==> config.mk <==
export PLATFORM = sky130hd
export DESIGN_NAME = latch_bank_writer
export DESIGN_NICKNAME = d
export VERILOG_FILES = /design/src/rtl/latch_pkg.sv /design/src/rtl/latch_seq_fsm.sv /design/src/rtl/latch_bank_writer.sv
export SDC_FILE = /design/constraint.sdc
export NUM_CORES = 1
export LEC_CHECK = 0
export ABC_AREA = 1
export BUFFER_PORTS_ARGS = -buffer_cell sky130_fd_sc_hd__buf_2
export CORE_MARGIN = 5
export CORE_UTILIZATION = 49
export DETAILED_ROUTE_END_ITERATION = 7
export PLACE_DENSITY = 0.78
export SLEW_MARGIN = 5
export SYNTH_ARGS = -nofsm -noshare
export SYNTH_HDL_FRONTEND = slang
export SYNTH_SLANG_ARGS = --single-unit
==> constraint.sdc <==
create_clock -name clk -period 2.15 [get_ports clk]
set_input_delay 0.3225 -clock clk [delete_from_list [all_inputs] [get_ports clk]]
set_output_delay 0.3225 -clock clk [all_outputs]
set_load 0.005 [all_outputs]
==> src/rtl/latch_pkg.sv <==
// Shared types, timing defaults and helpers for the latch bank writer.
package latch_pkg;

  // Write-sequence phases.
  typedef enum logic [2:0] {
    IDLE,
    SETUP,
    PULSE,
    HOLD,
    CHECK
  } seq_state_e;

  // Default geometry and timing.
  localparam int DEF_W     = 4;
  localparam int DEF_N     = 4;
  localparam int DEF_SETUP = 1;
  localparam int DEF_PULSE = 2;
  localparam int DEF_HOLD  = 1;

  // Phase counters are 4 bits and saturate.
  localparam int CNT_W = 4;

  // Ceiling log2, never below 1 so a single-word bank still has an address bit.
  function automatic int clog2(input int v);
    int r;
    r = 0;
    while ((1 << r) < v) r++;
    return (r < 1) ? 1 : r;
  endfunction

endpackage

==> src/rtl/latch_seq_fsm.sv <==
// Timing sequencer: walks SETUP -> PULSE -> HOLD -> CHECK and decodes the
// one-hot latch enable while in PULSE.
module latch_seq_fsm
  import latch_pkg::*;
#(
  parameter int N         = DEF_N,
  parameter int AW        = clog2(DEF_N),
  parameter int SETUP_CYC = DEF_SETUP,
  parameter int PULSE_CYC = DEF_PULSE,
  parameter int HOLD_CYC  = DEF_HOLD
) (
  input  logic          clk,
  input  logic          rst,
  input  logic          start,
  input  logic [AW-1:0] addr,
  output logic          idle,
  output logic          check,
  output logic [N-1:0]  lat_en
);

  // Last count value of each phase; counting starts at 0 on phase entry.
  localparam logic [CNT_W-1:0] SETUP_LAST = CNT_W'(SETUP_CYC - 1);
  localparam logic [CNT_W-1:0] PULSE_LAST = CNT_W'(PULSE_CYC - 1);
  localparam logic [CNT_W-1:0] HOLD_LAST  = CNT_W'(HOLD_CYC - 1);

  seq_state_e       state, state_nxt;
  logic [CNT_W-1:0] cnt, cnt_nxt, cnt_inc;

  assign cnt_inc = (cnt == '1) ? cnt : cnt + 1'b1;

  // State and phase counter; reset drops back to IDLE at once.
  always_ff @(posedge clk or posedge rst) begin
    if (rst) begin
      state <= IDLE;
      cnt   <= '0;
    end else begin
      state <= state_nxt;
      cnt   <= cnt_nxt;
    end
  end

  // Next state, counter and decoded outputs. lat_en comes straight from the
  // state register so an async reset kills the pulse without waiting for clk.
  always_comb begin
    state_nxt = state;
    cnt_nxt   = cnt_inc;
    idle      = 1'b0;
    check     = 1'b0;
    lat_en    = '0;
    case (state)
      IDLE: begin
        idle    = 1'b1;
        cnt_nxt = '0;
        if (start) state_nxt = SETUP;
      end
      SETUP: begin
        if (cnt == SETUP_LAST) begin
          state_nxt = PULSE;
          cnt_nxt   = '0;
        end
      end
      PULSE: begin
        for (int i = 0; i < N; i++) lat_en[i] = (addr == AW'(i));
        if (cnt == PULSE_LAST) begin
          state_nxt = (HOLD_CYC == 0) ? CHECK : HOLD;
          cnt_nxt   = '0;
        end
      end
      HOLD: begin
        if (cnt == HOLD_LAST) begin
          state_nxt = CHECK;
          cnt_nxt   = '0;
        end
      end
      CHECK: begin
        check     = 1'b1;
        cnt_nxt   = '0;
        state_nxt = IDLE;
      end
      default: begin
        state_nxt = IDLE;
        cnt_nxt   = '0;
      end
    endcase
  end

endmodule

==> src/rtl/latch_bank_writer.sv <==
// Write controller for a bank of gated D latches: handshake, capture,
// timed enable pulse via the sequencer, readback check and sticky error.
module latch_bank_writer
  import latch_pkg::*;
#(
  parameter int  W     = DEF_W,
  parameter int  N     = DEF_N,
  parameter int  SETUP = DEF_SETUP,
  parameter int  PULSE = DEF_PULSE,
  parameter int  HOLD  = DEF_HOLD,
  localparam int AW    = clog2(N)
) (
  input  logic           clk,
  input  logic           rst,
  input  logic           wr_valid,
  output logic           wr_ready,
  input  logic [AW-1:0]  wr_addr,
  input  logic [W-1:0]   wr_data,
  output logic [W-1:0]   lat_d,
  output logic [N-1:0]   lat_en,
  input  logic [N*W-1:0] lat_q,
  output logic           done,
  output logic           err,
  input  logic           err_clr
);

  logic          idle, check, accept, addr_ok, err_set;
  logic [AW-1:0] addr_q;
  logic [W-1:0]  q_word;

  assign wr_ready = idle;
  assign accept   = wr_valid && wr_ready;

  // Only a non-power-of-two bank can see an address past its last word.
  if (N == (1 << AW)) begin : g_addr_full
    assign addr_ok = 1'b1;
  end else begin : g_addr_part
    assign addr_ok = (wr_addr < AW'(N));
  end

  latch_seq_fsm #(
    .N        (N),
    .AW       (AW),
    .SETUP_CYC(SETUP),
    .PULSE_CYC(PULSE),
    .HOLD_CYC (HOLD)
  ) u_fsm (
    .clk   (clk),
    .rst   (rst),
    .start (accept && addr_ok),
    .addr  (addr_q),
    .idle  (idle),
    .check (check),
    .lat_en(lat_en)
  );

  // Select the addressed word of the latch outputs for readback.
  always_comb begin
    q_word = '0;
    for (int i = 0; i < N; i++)
      if (addr_q == AW'(i)) q_word = lat_q[i*W +: W];
  end

  // lat_d doubles as the captured write data: it only changes on accept.
  assign err_set = (check && (q_word != lat_d)) || (accept && !addr_ok);

  // Capture registers, done pulse and sticky error (a new error beats clear).
  always_ff @(posedge clk or posedge rst) begin
    if (rst) begin
      lat_d  <= '0;
      addr_q <= '0;
      done   <= 1'b0;
      err    <= 1'b0;
    end else begin
      done <= check || (accept && !addr_ok);
      if (accept) begin
        lat_d  <= wr_data;
        addr_q <= wr_addr;
      end
      if (err_set)      err <= 1'b1;
      else if (err_clr) err <= 1'b0;
    end
  end

endmodule

==> reports/results.txt <==
The flow ran to the end, and the final reports show no timing, DRC or antenna violations. Ratio of cells with drive above 1 in the final layout: 0.263. Proportion of power drawn by the clock network: 0.112. The critical setup path kind was flip-flop to output port. For the pin with the worst max-slew slack, the measured transition is 551 ps.

The logic gate share of total power is 0.539. The final layout contains 201 nets. The tools report the number of nets produced by synthesis as 162.

Layout-stage area growth over the synthesis result: 24.6%. The portion of the clock cycle consumed by the worst path in the final layout was 0.815. Entering global routing, the biggest net connects 16 pins.

After clock tree synthesis, the repair step resized 0 gates. Across all register-to-register paths, the minimum setup slack is 620 ps. The launch point of the worst reg-to-reg path is u_fsm.state[0]$_DFFE_PP0P_. The final count of pins violating max slew is 0. For the setup violation total in the final timing report, the log shows 0. In this run the static leakage power is 0.674 nW. The largest driver fanout on the critical path came out at 5. After technology mapping, the gate count stands at 133.

No sink is reached through more buffers than the 2 on the longest clock path. Each instance of the synthesized netlist takes up on average 7.00 sq um. TritonCTS built the clock tree.

The worst hold-check path type was input port to asynchronous set/reset pin. STA puts the critical path data arrival time at 1430 ps. The top cell types in the final layout, fill and taps aside, are 36 x sky130_fd_sc_hd__buf_2, 33 x sky130_fd_sc_hd__nand2_1, 22 x sky130_fd_sc_hd__nor2_1. The initial cell density of the core is 0.528.

The logs give 24 for the number of design-rule violations left by the first detailed-router iteration and 0.571 GHz for the maximum achievable frequency. The number of flops mapped to enable cells by yosys is 0. The tools report the number of optimization iterations in the first detailed-route pass as 4. The clock-pin slew of the registers on the worst-case setup and hold paths works out to 90 ps.

The tools report the portion of total power attributed to sequential cells as 0.349. The worst-case headroom to the max-slew limit is 0.633, and the detailed placement HPWL is 1.92 mm. In this run the critical register-to-register path is captured at lat_d[0]$_DFFE_PP0P_. The tree built by TritonCTS fans out to 15 sinks. The global-route wire length before repair is 3.86 mm, and the switching part of the total power is 0.476.

The sequential fraction of the synthesis area was 0.403. The setup clock skew after layout came out at 4.45 ps. After detailed routing, the total wire length is 2.26 mm.

Critical path launch point type: a flip-flop. Setup repair after global routing left no endpoint under its margin. The floorplan step set the die height to 53.6 um. The final number of hold-violating endpoints was 0; the weighted congestion reported at the end of routability-driven placement was 0.766. For the global routing usage summed across all routing layers, the log shows 0.187.

The tools report the worst setup path startpoint as u_fsm.state[2]$_DFFE_PP0P_. CTS H-tree depth: 1. The sort of element at the end of the critical path was an output port. The tools report the total of warnings raised by yosys as 0. Subtracting the final worst setup slack from the clock period gives 1750 ps.

Power spread over the standard cell area amounts to 1230 nW/um^2. The tree is rooted in a sky130_fd_sc_hd__clkbuf_4. Summing all placed instances gives a cell area of 1130 sq um. Clock buffer count from CTS: 3. The I/O pin count is 37, and the switching power of the nets is 678 uW.

The tools report the number of global-route vias before repair as 943. The run gives 955 as the count of vias placed by the detailed router. Maximum VDD drop: 836 uV. In the final routed layout, each cell accounts on average for 11.5 um. The core region is 1760 sq um.

The primary flip-flop cell chosen by synthesis mapping was sky130_fd_sc_hd__dfrtp_1. The die covers 2870 sq um. The post-CTS setup-driven buffer insertion count came out at 0. The tightest hold margin is 62.0 ps. STA puts the critical path data required time at 1830 ps. The run gives 15 as the number of rows in the core area.

After detailed routing, the number of vias per cell comes to 4.87. For the remaining design rule violation count, the log shows 0. The critical path capture point is lat_en[1]. The clock insertion delay at the later pin of the skew report was 290 ps. For the count of maximum capacitance violations, the log shows 0. For the cts-stage hold buffer count, the log shows 0.

The remaining antenna violation count after routing came out at 0. Summing every instance area after synthesis gives 931 sq um. The number of register bits inferred by synthesis is 15, and the met2 usage in global routing is 0.357. The number of antenna violations at the first check in global routing is 0, and the post-route setup TNS is 0 ps. The floorplan die width was 53.6 um; the met1 usage in global routing was 0.193. Cell internal power was estimated by the tool at 748 uW.

The number of unique standard cell types used by synthesis was 21. The share of flip-flops with an asynchronous set or reset after synthesis came out at 1.00. The met3 layer usage reported by global route was 0.0194. Input and output buffers added on the ports amount to 36. The depth of the worst register-to-register path is 5. For this run the aggregate overflow at the end of global routing stands at 0.

Leaving out fill and tap cells, the most frequent cell in the layout is sky130_fd_sc_hd__buf_2. In this run the most used layer during global routing was met2. The number of diodes added for antenna fixing was 0.

Summing all non-filler instances in the final layout gives an area of 1160 sq um.
==> worst max-delay path, stage by stage, from the launching register on <==
cell and delay [ps]:
sky130_fd_sc_hd__dfrtp_1 430, sky130_fd_sc_hd__nor3_1 250, sky130_fd_sc_hd__inv_1 140, sky130_fd_sc_hd__nor3_1 170, sky130_fd_sc_hd__buf_2 150
==> cells by family after synthesis <==
logic type	synth area share
and+or+nand+nor	0.349
AOI/OAI and AO/OA	0.0753
DFF	0.403
muxes	0.0228
buffers and inverters	0.0901
adders and majority gates	0.0403
xor gates and xnor gates	0.0188
==> per-stage QoR <==
step                setup slack [ps]  power, mW  std cells   util
global placement                 772       1.22        192  0.642
floorplan                        897       1.04        133      -
global route                     261       1.59        196  0.657
CTS                              392       1.44        196  0.657
detailed placement               667       1.27        192  0.642
finish                           398       1.43        196  0.657
==> worst min-delay path by stage <==
stage	from	endpoint	slack [ps]
4_1_cts	rst	done$_DFF_PP0_	70
6_report	rst	done$_DFF_PP0_	60
3_5_place_dp	rst	done$_DFF_PP0_	400
5_1_grt	rst	done$_DFF_PP0_	110
2_1_floorplan	rst	addr_q[0]$_DFFE_PP0P_	220
3_3_place_gp	rst	done$_DFF_PP0_	390
==> sequential cells by signal, summed over array words and instances (netlist names) <==
name / cells
done: 1
addr_q: 2
err: 1
u_fsm.state: 3
u_fsm.cnt: 4
lat_d: 4
==> power by group through the flow <==
stage | combinational (mW) | clock, mW | sequential (mW)
final | 0.768 | 0.160 | 0.498
after global routing | 0.897 | 0.179 | 0.515
after CTS | 0.775 | 0.168 | 0.496
after detailed placement | 0.772 | 0 | 0.502
after global placement | 0.735 | 0 | 0.489
after floorplan | 0.570 | 0 | 0.468
==> per-layer routing <==
metal | part of all wire | vias up
met5 | 0 | -
met4 | 0.027 | 0
met3 | 0.039 | 6
met2 | 0.54 | 18
met1 | 0.39 | 433
li1 | - | 498
==> Yosys cell counts (all sizes together), types with 2 or more instances <==
cell type	instances	area [sq um]
a21oi	6	30.0
buf	2	10.0
dfrtp	15	375
ha	3	37.5
inv	19	73.8
nand2	36	143
nand3	11	55.1
nor2	22	82.6
nor3	5	25.0
o21ai	5	25.0
xor2	2	17.5
==> final cells by class <==
class                           instances  area [sq um]
Clock buffer                            3          22.5
Clock inverter                          1          5.00
Fill cell                             173           604
Inverter                               19          73.8
Multi-Input combinational cell         97           472
Sequential cell                        15           375
Tap cell                               25          31.3
Timing Repair Buffer                   36           180
No activity file was read; power rests on OpenSTA's default activity.
